--- config.mk ---
export PLATFORM = sky130hd
export DESIGN_NAME = product_accumulator_flat
export DESIGN_NICKNAME = d
export VERILOG_FILES = /design/src/rtl/product_accumulator_if.sv /design/src/rtl/product_accumulator.sv /design/src/flat_wrapper.sv
export SDC_FILE = /design/constraint.sdc
export NUM_CORES = 1
export LEC_CHECK = 0
export ABC_AREA = 1
export CORE_AREA = 2 2 88 90
export CTS_BUF_LIST = sky130_fd_sc_hd__clkbuf_2
export CTS_CLUSTER_DIAMETER = 50
export CTS_CLUSTER_SIZE = 40
export DETAILED_ROUTE_END_ITERATION = 7
export DIE_AREA = 0 0 90 92
export PLACE_DENSITY = 0.87
export SLEW_MARGIN = 20
export SYNTH_ARGS = -nofsm -noshare
export SYNTH_HDL_FRONTEND = slang
export SYNTH_SLANG_ARGS = --single-unit
export TNS_END_PERCENT = 30
--- constraint.sdc ---
create_clock -name clk -period 2.9 [get_ports clk]
set_clock_uncertainty 0.1 [all_clocks]
set_input_delay 0.58 -clock clk [delete_from_list [all_inputs] [get_ports clk]]
set_output_delay 0.58 -clock clk [all_outputs]
set_load 0.03 [all_outputs]
--- src/rtl/product_accumulator_if.sv ---
// product_accumulator_if: product stream in, saturated sum out, both valid/ready
interface product_accumulator_if #(
    parameter int PW = 16,
    parameter int AW = 24
);
    logic          in_valid;
    logic          in_ready;
    logic [PW-1:0] in_prod;
    logic          flush;
    logic          out_valid;
    logic          out_ready;
    logic [AW-1:0] out_sum;
    logic          out_ovf;
    logic [7:0]    count;

    modport master (
        output in_valid, in_prod, flush, out_ready,
        input  in_ready, out_valid, out_sum, out_ovf, count
    );

    modport slave (
        input  in_valid, in_prod, flush, out_ready,
        output in_ready, out_valid, out_sum, out_ovf, count
    );
endinterface

--- src/rtl/product_accumulator.sv ---
// product_accumulator: sums N unsigned products into a saturating accumulator, result held until taken
module product_accumulator #(
    parameter int PW = 16,
    parameter int AW = 24,
    parameter int N  = 4
) (
    input  logic clk,
    input  logic rst,
    product_accumulator_if.slave bus
);
    typedef enum logic [1:0] {IDLE, ACCUM, HOLD} state_t;

    state_t        state, state_n;
    logic [AW-1:0] acc, acc_n, acc_nx, sum_q, sum_n;
    logic [AW:0]   raw;
    logic [7:0]    cnt, cnt_n;
    logic          ovf, ovf_n, ovf_nx, ovf_q, oovf_n, accept, done;

    assign bus.in_ready  = state != HOLD;
    assign bus.out_valid = state == HOLD;
    assign bus.out_sum   = sum_q;
    assign bus.out_ovf   = ovf_q;
    assign bus.count     = cnt;

    assign accept = bus.in_valid && bus.in_ready;
    assign raw    = {1'b0, acc} + {{(AW + 1 - PW){1'b0}}, bus.in_prod};
    assign acc_nx = !accept ? acc : raw[AW] ? '1 : raw[AW-1:0];
    assign ovf_nx = ovf | (accept & raw[AW]);
    // flush with nothing accepted so far and nothing arriving is a no-op
    assign done   = state != HOLD &&
                    ((accept && cnt + 8'd1 == 8'(N)) || (bus.flush && (cnt != 8'd0 || accept)));

    // next state: close a result, fold in a product, or wait for the result to be taken
    always_comb begin
        state_n = state;
        acc_n   = acc;
        cnt_n   = cnt;
        ovf_n   = ovf;
        sum_n   = sum_q;
        oovf_n  = ovf_q;
        if (state == HOLD) begin
            state_n = bus.out_ready ? IDLE : HOLD;
        end else if (done) begin
            state_n = HOLD;
            sum_n   = acc_nx;
            oovf_n  = ovf_nx;
            acc_n   = '0;
            cnt_n   = '0;
            ovf_n   = 1'b0;
        end else if (accept) begin
            state_n = ACCUM;
            acc_n   = acc_nx;
            cnt_n   = cnt + 8'd1;
            ovf_n   = ovf_nx;
        end
    end

    // state and datapath registers; reset drops any partial or held result
    always_ff @(posedge clk or posedge rst) begin
        if (rst) begin
            state <= IDLE;
            acc   <= '0;
            cnt   <= '0;
            ovf   <= 1'b0;
            sum_q <= '0;
            ovf_q <= 1'b0;
        end else begin
            state <= state_n;
            acc   <= acc_n;
            cnt   <= cnt_n;
            ovf   <= ovf_n;
            sum_q <= sum_n;
            ovf_q <= oovf_n;
        end
    end
endmodule

--- src/flat_wrapper.sv ---
// flat-port wrapper written by rule: the top's interface ports become plain ports
module product_accumulator_flat 
#(
    parameter int PW = 16,
    parameter int AW = 24,
    parameter int N  = 4
)
  (clk, rst, bus_in_valid, bus_in_prod, bus_flush, bus_out_ready, bus_in_ready, bus_out_valid, bus_out_sum, bus_out_ovf, bus_count);
  product_accumulator_if #(.PW(PW), .AW(AW)) bus_i ();
  input  logic clk;
  input  logic rst;
  input wire logic [$bits(bus_i.in_valid)-1:0] bus_in_valid;
  input wire logic [$bits(bus_i.in_prod)-1:0] bus_in_prod;
  input wire logic [$bits(bus_i.flush)-1:0] bus_flush;
  input wire logic [$bits(bus_i.out_ready)-1:0] bus_out_ready;
  output wire logic [$bits(bus_i.in_ready)-1:0] bus_in_ready;
  output wire logic [$bits(bus_i.out_valid)-1:0] bus_out_valid;
  output wire logic [$bits(bus_i.out_sum)-1:0] bus_out_sum;
  output wire logic [$bits(bus_i.out_ovf)-1:0] bus_out_ovf;
  output wire logic [$bits(bus_i.count)-1:0] bus_count;
  assign bus_i.in_valid = bus_in_valid;
  assign bus_i.in_prod = bus_in_prod;
  assign bus_i.flush = bus_flush;
  assign bus_i.out_ready = bus_out_ready;
  assign bus_in_ready = bus_i.in_ready;
  assign bus_out_valid = bus_i.out_valid;
  assign bus_out_sum = bus_i.out_sum;
  assign bus_out_ovf = bus_i.out_ovf;
  assign bus_count = bus_i.count;
  product_accumulator #(.PW(PW), .AW(AW), .N(N)) u_core (.clk(clk), .rst(rst), .bus(bus_i));
endmodule
# --- Yosys cells after proc, flatten, opt, wreduce, memory -nomap -nowiden ---
# Cells that the tools add are included.
totals:
  ram_bits: 0
  regBits: 60
  n_memories: 0
  wordCells: 37
  latchBits: 0
  mem_bits_ro: 0
classes:
  add_sub_neg: 2
  n_div: 0
  mul: 0
  n_lt_le_gt_ge: 0
  shifts: 0
  n_eq_ne: 3
  n_reduce_logical: 11
  bitwise_logic: 3
  muxes: 12
op_table:
  columns: ["operator", "n"]
  rows:
  - ["24-bit 2-to-1 mux", 4]
  - ["24-bit by 16-bit adder with 25-bit output", 1]
  - ["8-bit 2-to-1 mux", 2]
  - ["8-bit by 1-bit adder with 8-bit output, second input constant", 1]
  - ["8-bit by 3-bit equality test with 1-bit output, second input constant", 1]
  - ["2-bit 2-to-1 mux", 4]
  - ["8-bit nonzero test", 1]
  - ["1-bit logical AND", 4]
  - ["2-bit AND reduction", 2]
  - ["3-bit nonzero test", 1]
  - ["2-bit equality test, second input constant", 1]
  - ["1-bit logical OR", 2]
  - ["1-bit 2-to-1 mux", 2]
  - ["2-bit inequality test, second input constant", 1]
  - ["2-bit nonzero test", 1]
  - ["1-bit AND", 1]
  - ["1-bit NOT", 1]
  - ["1-bit bitwise OR", 1]

# --- Depth between registers and ports, before layout ---
depth:
  word_depth: 8
  depth_mapped: 15
  depth_no_buf: 15

# --- Worst setup path before layout ---
# OpenSTA, ideal clock, no wires.
synth_timing:
  path_type: "input to register"
  from: "input bus_in_prod[0]"
  to: "register u_core.sum_q[0], in the netlist u_core.bus.out_sum[0]"
  t_required_ns: 2.683
  arrival_ns: 2.117
  n_path_buf: 1
  path_slack_ns: 0.566
  path_stages: 13
  cell_sequence: "ha_1 > fa_1 > nand2_1 > nand3_1 > nand3_1 > nand2_1 > nand3_1 > nand2_2 > nand2_2 > buf_6 > nand3_1 > nand2_1 > nand2_1"
synth_via:
  elab_chain_cells: 3
synth_lines:
  columns: ["element", "line_no", "source"]
  rows:
  - ["start, declared", "flat_wrapper.sv:13", "input wire logic [$bits(bus_i.in_prod)-1:0] bus_in_prod;"]
  - ["24-bit by 16-bit adder with 25-bit output", "product_accumulator.sv:26", "assign raw = {1'b0, acc} + {{(AW + 1 - PW){1'b0}}, bus.in_prod};"]
  - ["24-bit 2-to-1 mux (2 in a row)", "product_accumulator.sv:27", "assign acc_nx = !accept ? acc : raw[AW] ? '1 : raw[AW-1:0];"]
  - ["end signal, assigned", "product_accumulator.sv:72", "sum_q <= sum_n;"]
  - ["end, declared", "product_accumulator.sv:14", "logic [AW-1:0] acc, acc_n, acc_nx, sum_q, sum_n;"]
# No other way between the ends.
# A chain may end at the register's enable or synchronous reset.

# --- Final worst setup path ---
layout_timing:
  from: "register u_core.state[0]"
  to: "output bus_in_ready"
layout_via:
  elab_chain_cells: 1
layout_lines:
  columns: ["element", "line_no", "source"]
  rows:
  - ["start, declared", "product_accumulator.sv:13", "state_t state, state_n;"]
  - ["start signal, assigned", "product_accumulator.sv:68", "state <= state_n;"]
  - ["2-bit inequality test", "product_accumulator.sv:19", "assign bus.in_ready = state != HOLD;"]
  - ["end, declared", "flat_wrapper.sv:16", "output wire logic [$bits(bus_i.in_ready)-1:0] bus_in_ready;"]
# No other way between the ends.

==> results.txt <==
Status -> finished clean
GRT Overall Usage -> 27.0%
Met2 WL -> 5140 µm
Synth Area in XOR/XNOR -> 1.67%
Crit path kind -> flip-flop to output pin
Vias -> 4189
H-tree level count -> 3
Flop2flop setup slack -> 560 ps
Post-route ant nets -> 0
Mapped Area -> 4190 µm²
Worst VDD drop -> 0.000525 V
Skew-Pair Late Insertion Delay -> 500 ps
Mux contribution to synthesized area -> 0%
Fmax achieved -> 384 MHz
Commonest non-fill, non-tap cells in the layout -> nand2_1 (280), inv_1 (87), dfrtp_1 (60), clkdlybuf4s50_1 (55), nand3_1 (47)
Fin crit share -> 89.9%
Crit-path max FO -> 5
Die X -> 90 µm
Final hold vios -> 0
HPWL after DPL -> 8100 µm
Fill cell count -> 657
Number of core rows -> 32
WL final -> 10700 µm
Synth Area in Compound Gates -> 5.97%
Worst R2R Path Depth -> 12
Hold Slack -> 347 ps
Placer Congestion -> 1.02
Gr ovfl total -> 0
Largest family of logic cells by synthesized area -> simple AND/OR/NAND/NOR gates
Area of the die -> 8280 µm²
Post-Synth Adder-Cell Area -> 5.85%
Final worst path period need -> 2610 ps
Yosys reg bits -> 60
Post-Synth Simple-Gate Area -> 40.1%
Final Slew Violations -> 0
DP Worst Slack -> -75.7 ps
Post-CTS Repair Setup Buffers -> 0
Bufs on Longest Clock Path -> 2
Antenna violations before repair -> 0
Synth Warn # -> 0
Final Setup Violations -> 0
CTS Root Cell -> clkbuf_2
PortBufs -> 55
Multi-input gate area in the final layout -> 2250 µm²
CTS tree -> yes
Drt first pass iters -> 5
Routed len/inst -> 13.1 µm
Most common cell after layout, fill and taps aside -> nand2_1
DR vias/cell -> 5.15
Mapped Cells -> 643
CTS sink cnt -> 60
# diodes -> 0
Cell leakage power -> 2.79 nW
Core area -> 7450 µm²
Share of cells above drive strength 1 -> 6.60%
Slew headroom -> 75.1%
Worst EP arrival -> 1930 ps
Post-CTS Resized -> 0
First-pass GRT wire length -> 18100 µm
Syn avg cell area -> 6.51 µm²
First DRT Iteration DRCs -> 229
Worst-path clk slew -> 170 ps
Number of global-route vias before repair -> 4085
DRC -> 0
Slew @ Worst Pin -> 371 ps
Crit. End Element -> output pin
I/O pin cnt -> 56
Post-DP Area -> 4900 µm²
Final WS setup -> 293 ps
Largest net degree at the start of global routing -> 61
Hold buffer count at cts -> 0
Worst min-delay path class -> primary input to asynchronous set/reset pin
Final #Nets -> 749
Die Span Y -> 92 µm
Unrepaired setup endpoints after global routing -> no
Fin area -> 4990 µm²
CP Launch Type -> flip-flop
Worst path required time -> 2220 ps
Syn Nets -> 683
P&R area growth vs syn -> 19.2%
Met3 wire len -> 542 µm
Post-synthesis cell type count -> 33
Num CTS Buffers -> 9
Met1 wire length -> 4800 µm
Seq. cell area -> 1500 µm²
Register area share after synthesis -> 35.8%
Max_cap viols -> 0
Power per Cell Area -> 854 nW/µm²
Max layer used -> met4
Initial Util -> 56.3%
kinds of logic after synthesis:
family,count (synthesis)
flip-flops,60
AO/OA/AOI/OAI,46
adder cells (fa/ha/maj),19
XOR/XNOR,8
buffers and inverters,106
AND/OR/NAND/NOR,404
routing by layer:
layer / global-route usage [%] / up-vias
li1: - / 2120
met1: 33.8 / 1930
met2: 46.1 / 121
met3: 6.08 / 18
met4: 9.23 / 0
met5: 0 / -
layout make-up:
type	count	share of cell area, %
clock buffers	10	1.00
multi-input cells	477	45.0
flip-flops and latches	60	30.1
inverters	92	6.91
clock inverters	4	0.852
well taps	102	2.56
repair buffers	69	13.6
sequential cells by signal (all words and copies together), names as in the netlist:
| signal | count |
|---|---|
| u_core.acc | 24 |
| u_core.bus.out_sum | 24 |
| u_core.bus.count | 8 |
| u_core.state | 2 |
| u_core.bus.out_ovf | 1 |
| u_core.ovf | 1 |
critical path, stage by stage (launching register included):
cell and delay, ps:
dfrtp_1 420, nor2_2 230, inv_1 170, clkdlybuf4s50_1 630
synthesized netlist by cell type (all sizes together):
cell type	count	area share (%)
or2	1	0.15
dfrtp	60	36
nand4	7	1.0
o21bai	1	0.18
nor2	48	4.5
fa	1	0.48
and2	4	0.60
a31oi	2	0.45
a21oi	21	2.6
a21boi	1	0.18
nand3b	3	0.54
ha	18	5.4
buf	14	2.3
clkinv	1	0.090
nor3	4	0.60
o21ai	19	2.3
o22ai	2	0.30
xnor2	4	0.84
inv	91	8.2
nand3	53	7.0
xor2	4	0.84
nand2	284	26
where the power goes:
group / total [mW] / switching, mW / leakage [nW] / internal, mW
Clock: 0.488 / 0.301 / 0.0627 / 0.187
Combinational: 2.56 / 1.63 / 1.93 / 0.930
Sequential: 1.22 / 0.153 / 0.798 / 1.07
Total: 4.27 / 2.08 / 2.79 / 2.18
worst paths after layout:
check	to	from
max in group asynchronous	u_core.acc[9]	rst
worst min register to register	u_core.bus.out_sum[9]	u_core.bus.out_sum[9]
worst max register to register	u_core.bus.out_sum[2]	u_core.acc[0]
min in group clk	u_core.bus.out_sum[9]	u_core.bus.out_sum[9]
worst max-delay path	bus_in_ready	u_core.state[0]
worst min-delay path	u_core.acc[3]	rst
through the flow:
| stage | TNS [ps] | utilization, % | instances | power, mW |
|---|---|---|---|---|
| 4_1_cts | 0 | 67.1 | 814 | 4.27 |
| 3_3_place_gp | 0 | 65.8 | 800 | 3.72 |
| 3_5_place_dp | -675 | 65.8 | 800 | 3.78 |
| 5_1_grt | 0 | 67.1 | 814 | 4.64 |
| 6_report | 0 | 67.1 | 814 | 4.27 |
| 2_1_floorplan | 0 | - | 643 | 3.00 |
(Power assumes the default switching activity.)
